## config.mk

```make
export PLATFORM = sky130hd
export DESIGN_NAME = operation_call_16_2
export DESIGN_NICKNAME = d
export VERILOG_FILES = /design/src/rtl/maltsev_pkg.sv /design/src/rtl/rise_detect.sv /design/src/rtl/operation_call_16_2.sv
export SDC_FILE = /design/constraint.sdc
export NUM_CORES = 1
export LEC_CHECK = 0
export CORE_MARGIN = 2
export CORE_UTILIZATION = 35
export CTS_BUF_LIST = sky130_fd_sc_hd__clkbuf_8
export DETAILED_ROUTE_END_ITERATION = 8
export PLACE_DENSITY = 0.68
export SETUP_SLACK_MARGIN = 0.1
export SYNTH_ARGS = -nofsm -noshare
export SYNTH_HDL_FRONTEND = slang
export SYNTH_HIERARCHICAL = 1
export SYNTH_SLANG_ARGS = --single-unit
```

## constraint.sdc

```tcl
create_clock -name CLK -period 2.15 [get_ports CLK]
set_input_delay 0.215 -clock CLK [delete_from_list [all_inputs] [get_ports CLK]]
set_output_delay 0.215 -clock CLK [all_outputs]
set_load 0.1 [all_outputs]
```

## src/rtl/maltsev_pkg.sv

```systemverilog
// Shared definitions for the ST/RD operation-call blocks: state encoding,
// default widths and the watchdog timer sizing rule.
package maltsev_pkg;

    localparam int unsigned BW_DEF  = 16;
    localparam int unsigned TMO_DEF = 16;

    typedef enum logic [1:0] {
        S_IDLE   = 2'd0,
        S_LAUNCH = 2'd1,
        S_WAIT   = 2'd2
    } state_t;

    // Timer must hold TMO-1 with headroom.
    function automatic int unsigned timer_w(input int unsigned tmo);
        return $clog2(tmo) + 1;
    endfunction

endpackage

```

## src/rtl/rise_detect.sv

```systemverilog
// Rising-edge detector for a handshake strobe. The history register is not
// reset so a strobe held high across reset release is not seen as an edge.
module rise_detect (
    input  logic clk,
    input  logic sig,
    output logic rise_c
);

    logic sig_q;

    always_ff @(posedge clk) begin
        sig_q <= sig;
    end

    assign rise_c = sig & ~sig_q;

endmodule

```

## src/rtl/operation_call_16_2.sv

```systemverilog
// Initiator for a two-operand ST/RD operation call with a watchdog that
// releases the upstream sequencer if the callee never completes.
module operation_call_16_2
    import maltsev_pkg::*;
#(
    parameter int unsigned BW  = BW_DEF,
    parameter int unsigned TMO = TMO_DEF
) (
    input  logic          CLK,
    input  logic          RST,
    input  logic          ST,
    output logic          RD,
    output logic [BW-1:0] RES,
    output logic          ERR,
    input  logic [BW-1:0] IN0,
    input  logic [BW-1:0] IN1,
    output logic          OST,
    input  logic          ORD,
    input  logic [BW-1:0] ORES,
    output logic [BW-1:0] OIN0,
    output logic [BW-1:0] OIN1
);

    localparam int unsigned TW = timer_w(TMO);

    state_t          state, state_nxt;
    logic [TW-1:0]   timer, timer_nxt;
    logic            rd_nxt, err_nxt, ost_nxt;
    logic [BW-1:0]   res_nxt, oin0_nxt, oin1_nxt;
    logic            st_rise_c;
    logic            expired_c;

    rise_detect u_rise (
        .clk    (CLK),
        .sig    (ST),
        .rise_c (st_rise_c)
    );

    assign expired_c = (timer == TW'(TMO - 1));

    always_ff @(posedge CLK) begin
        if (RST) begin
            state <= S_IDLE;
            timer <= '0;
            RD    <= 1'b1;
            RES   <= '0;
            ERR   <= 1'b0;
            OST   <= 1'b0;
            OIN0  <= '0;
            OIN1  <= '0;
        end else begin
            state <= state_nxt;
            timer <= timer_nxt;
            RD    <= rd_nxt;
            RES   <= res_nxt;
            ERR   <= err_nxt;
            OST   <= ost_nxt;
            OIN0  <= oin0_nxt;
            OIN1  <= oin1_nxt;
        end
    end

    // Normal exits are tested before the watchdog so a same-cycle completion wins.
    always_comb begin
        state_nxt = state;
        timer_nxt = timer;
        rd_nxt    = RD;
        res_nxt   = RES;
        err_nxt   = ERR;
        ost_nxt   = OST;
        oin0_nxt  = OIN0;
        oin1_nxt  = OIN1;

        unique case (state)
            S_IDLE: begin
                if (st_rise_c) begin
                    oin0_nxt  = IN0;
                    oin1_nxt  = IN1;
                    ost_nxt   = 1'b1;
                    rd_nxt    = 1'b0;
                    err_nxt   = 1'b0;
                    timer_nxt = '0;
                    state_nxt = S_LAUNCH;
                end
            end
            S_LAUNCH: begin
                timer_nxt = timer + TW'(1);
                if (!ORD) begin
                    ost_nxt   = 1'b0;
                    state_nxt = S_WAIT;
                end else if (expired_c) begin
                    res_nxt   = '0;
                    err_nxt   = 1'b1;
                    ost_nxt   = 1'b0;
                    rd_nxt    = 1'b1;
                    state_nxt = S_IDLE;
                end
            end
            S_WAIT: begin
                timer_nxt = timer + TW'(1);
                if (ORD) begin
                    res_nxt   = ORES;
                    rd_nxt    = 1'b1;
                    state_nxt = S_IDLE;
                end else if (expired_c) begin
                    res_nxt   = '0;
                    err_nxt   = 1'b1;
                    ost_nxt   = 1'b0;
                    rd_nxt    = 1'b1;
                    state_nxt = S_IDLE;
                end
            end
            default: begin
                state_nxt = S_IDLE;
            end
        endcase
    end

endmodule

```

==> results.yml <==
outcome:
  status: "completed"
synthesis:
  yosys_warnings: 6
  ys_ff_latch: 59
  syn-instance-count: 272
  netlist_area_sq_um: 2380
  synth_nets: 330
  avgSynthCellArea_sq_um: 8.76
  synthDistinctLibCells: 35
  ys_seq_area_frac: 0.496
power:
  p_sw_frac: 0.298
  netSwitchingPower_mw: 0.842
  combPwrFrac: 0.200
  leakage_nw: 1.42
  power_mw: 2.83
  pwr-share-clk: 0.392
  vdd_drop_max_mv: 0.458
  pwr-share-seq: 0.408
  power.density_nw_per_um2: 803
  p_int_mw: 1.99
clock_network:
  post_cts_resize_count: 0
  clock_latency_ns: 0.33
  post_cts_buffers: 0
  numCtsBuffers: 9
  clk_path_buf_depth: 2
  cts_tree: "done"
  cts_root_buf: "clkbuf_8"
  clk_pin_slew_ns: 0.07
  h-tree-depth: 3
  hold_buffers: 0
  clock-sinks: 59
worst_setup_path:
  path_max_fanout: 16
  cp-end-kind: "flop"
  slowest_stage: "dfxtp_1"
  r2r_setup_slack_ns: 0.42
  critical_path_class: "flop to flop"
  worstSetupStartpointType: "flop"
  r2r-start: "state[1]"
  worstPathArrival_ns: 2.00
  crit_required_ns: 2.42
  r2r_cells: 7
  regToRegEndpoint: "RES[6]"
  crit_path_max_incr_delay_ns: 0.39
  worstPathCellList: "inv_1 -> ha_1 -> mux2_4 -> a21oi_4 -> buf_4 -> a22oi_1 -> nor2_1"
global_route:
  gr-usage-met1: 0.200
  grtUsageMet3: 0.0381
  grt_max_degree: 33
  antenna_found_initial: 0
  grt_use_met2: 0.255
  grt_usage: 0.160
  grt_pass1_vias: 1999
  overflow: 0
  grt-busiest-layer: "met2"
  grt_first_pass_wirelength_mm: 9.43
layout:
  drive_gt1_frac: 0.260
  syn_to_final_growth_pct: 47.9
  fin_util: 0.527
  layout_commonest_cell: "nand2_1"
  fillCellCount: 658
  nets: 430
  layout_common_cells: "nand2_1, dfxtp_1, buf_4"
  multiInputGateArea_sq_um: 1070
  seqCellArea_sq_um: 1180
  n_antenna_cell: 0
sta:
  hold_ws_ns: 0.280
  worst_slack_ns: 0.416
  fin_worst_skew_ns: 0.00862
  min_period_ns: 1.73
  max_freq_mhz: 577
  rsz0062_at_grt: "false"
  worst_slew_pin_slew_ns: 0.407
  final_max_slew_viol_count: 0
  finalSetupTns_ns: 0
  relSlewSlack: 0.727
  hold_viol_final: 0
  post-route-period-util: 0.806
  finalSetupViolCount: 0
placement:
  place_ws_ns: 0.416
  gp_congestion: 0.762
  hpwlAfterDp_mm: 4.03
  io_buffers: 102
floorplan:
  fp.dieW_um: 86.5
  rows: 30
  coreArea_sq_um: 6680
  initial_core_util: 0.357
  die_h_um: 86.5
  ios: 103
  dieArea_sq_um: 7480
routing:
  vias: 2175
  drc_errors: 0
  dr.first_iter.drc_count: 110
  wire_per_inst_um: 12.7
  ant_nets: 0
  vias_per_cell: 4.76
  drtPass1Iterations: 4
  finalWirelength_mm: 5.82
hold_path:
  min_to: "timer[3]"
  hp-class: "input pin to flop"
  min_from: "RST"
  worstHoldPathCells: 2
flow_run:
  drv_cap: 0
-- metal layers --
metal / part of all wire / up-vias
li1: - / 1113
met4: 0.021 / 0
met2: 0.49 / 52
met5: 0 / -
met1: 0.44 / 998
met3: 0.049 / 12
-- cell families after synthesis --
| group | Yosys count | synth area share |
|---|---|---|
| simple gates | 112 | 0.212 |
| fa+ha+maj | 6 | 0.0315 |
| compound gates | 69 | 0.195 |
| buf+inv | 24 | 0.0546 |
| mux | 2 | 0.0110 |
| flops | 59 | 0.496 |
-- per-stage QoR --
step,cell area (sq um),instances
5_1_grt,3520,457
6_report,3520,457
3_3_place_gp,3300,441
3_5_place_dp,3300,441
2_1_floorplan,2380,272
4_1_cts,3520,457
-- power by group through the flow --
stage,sequential [mW],combinational [mW],clock (mW)
6_report,1.16,0.566,1.11
5_1_grt,1.16,0.596,1.19
4_1_cts,1.16,0.569,1.14
3_5_place_dp,1.18,0.568,0
3_3_place_gp,1.18,0.566,0
2_1_floorplan,1.44,0.129,0
-- sequential cells by signal, summed over array words and instances, names as in the netlist --
name          cells
RD                1
ERR               1
state             2
RES              16
u_rise/sig_q      1
OIN0             16
timer             5
OST               1
OIN1             16
-- critical path, delay by kind of cell (launching register included) --
family | cells | cell delay, ns
flops | 1 | 0.39
buf+inv | 2 | 0.36
compound gates | 2 | 0.23
simple gates | 1 | 0.09
mux | 1 | 0.33
fa+ha+maj | 1 | 0.26
-- worst max path at each step --
| stage | startpoint | to | slack (ns) |
|---|---|---|---|
| 2_1_floorplan | state[0] | RES[0] | 0.57 |
| 3_3_place_gp | ST | OST | 0.46 |
| 3_5_place_dp | ST | RD | 0.42 |
| 4_1_cts | state[1] | RES[6] | 0.43 |
| 5_1_grt | state[0] | RD | 0.23 |
| 6_report | state[1] | RES[6] | 0.42 |
-- cells in the mapped netlist, drive strengths merged --
library cell  instances  share of area
nor4b                 1         0.0037
nand3                 2         0.0042
nor2                 25          0.050
inv                   5         0.0079
mux2                  2          0.011
ha                    6          0.032
o21ai                 5          0.011
nand2b                1         0.0026
nand2                70           0.11
dfxtp                59           0.50
a22oi                16          0.071
o31ai                 1         0.0032
nand4b                1         0.0037
nor2b                 4          0.017
a32oi                 1         0.0037
clkbuf                7          0.011
a21oi                41          0.091
and2                  3         0.0084
nand3b                1         0.0032
a31oi                 2         0.0053
or2                   1         0.0026
and3                  1         0.0026
nor3                  2         0.0042
buf                  12          0.036
a211oi                2         0.0063
a2bb2oi               1         0.0037
-- cell type report --
class,instances,area share
timing repair buffer,108,0.265
tap,80,0.0284
clock buffer,10,0.0391
inverter,5,0.00533
sequential,59,0.335
multi-input combinational,189,0.304
clock inverter,6,0.0231
No activity file was read; power rests on OpenSTA's default activity.
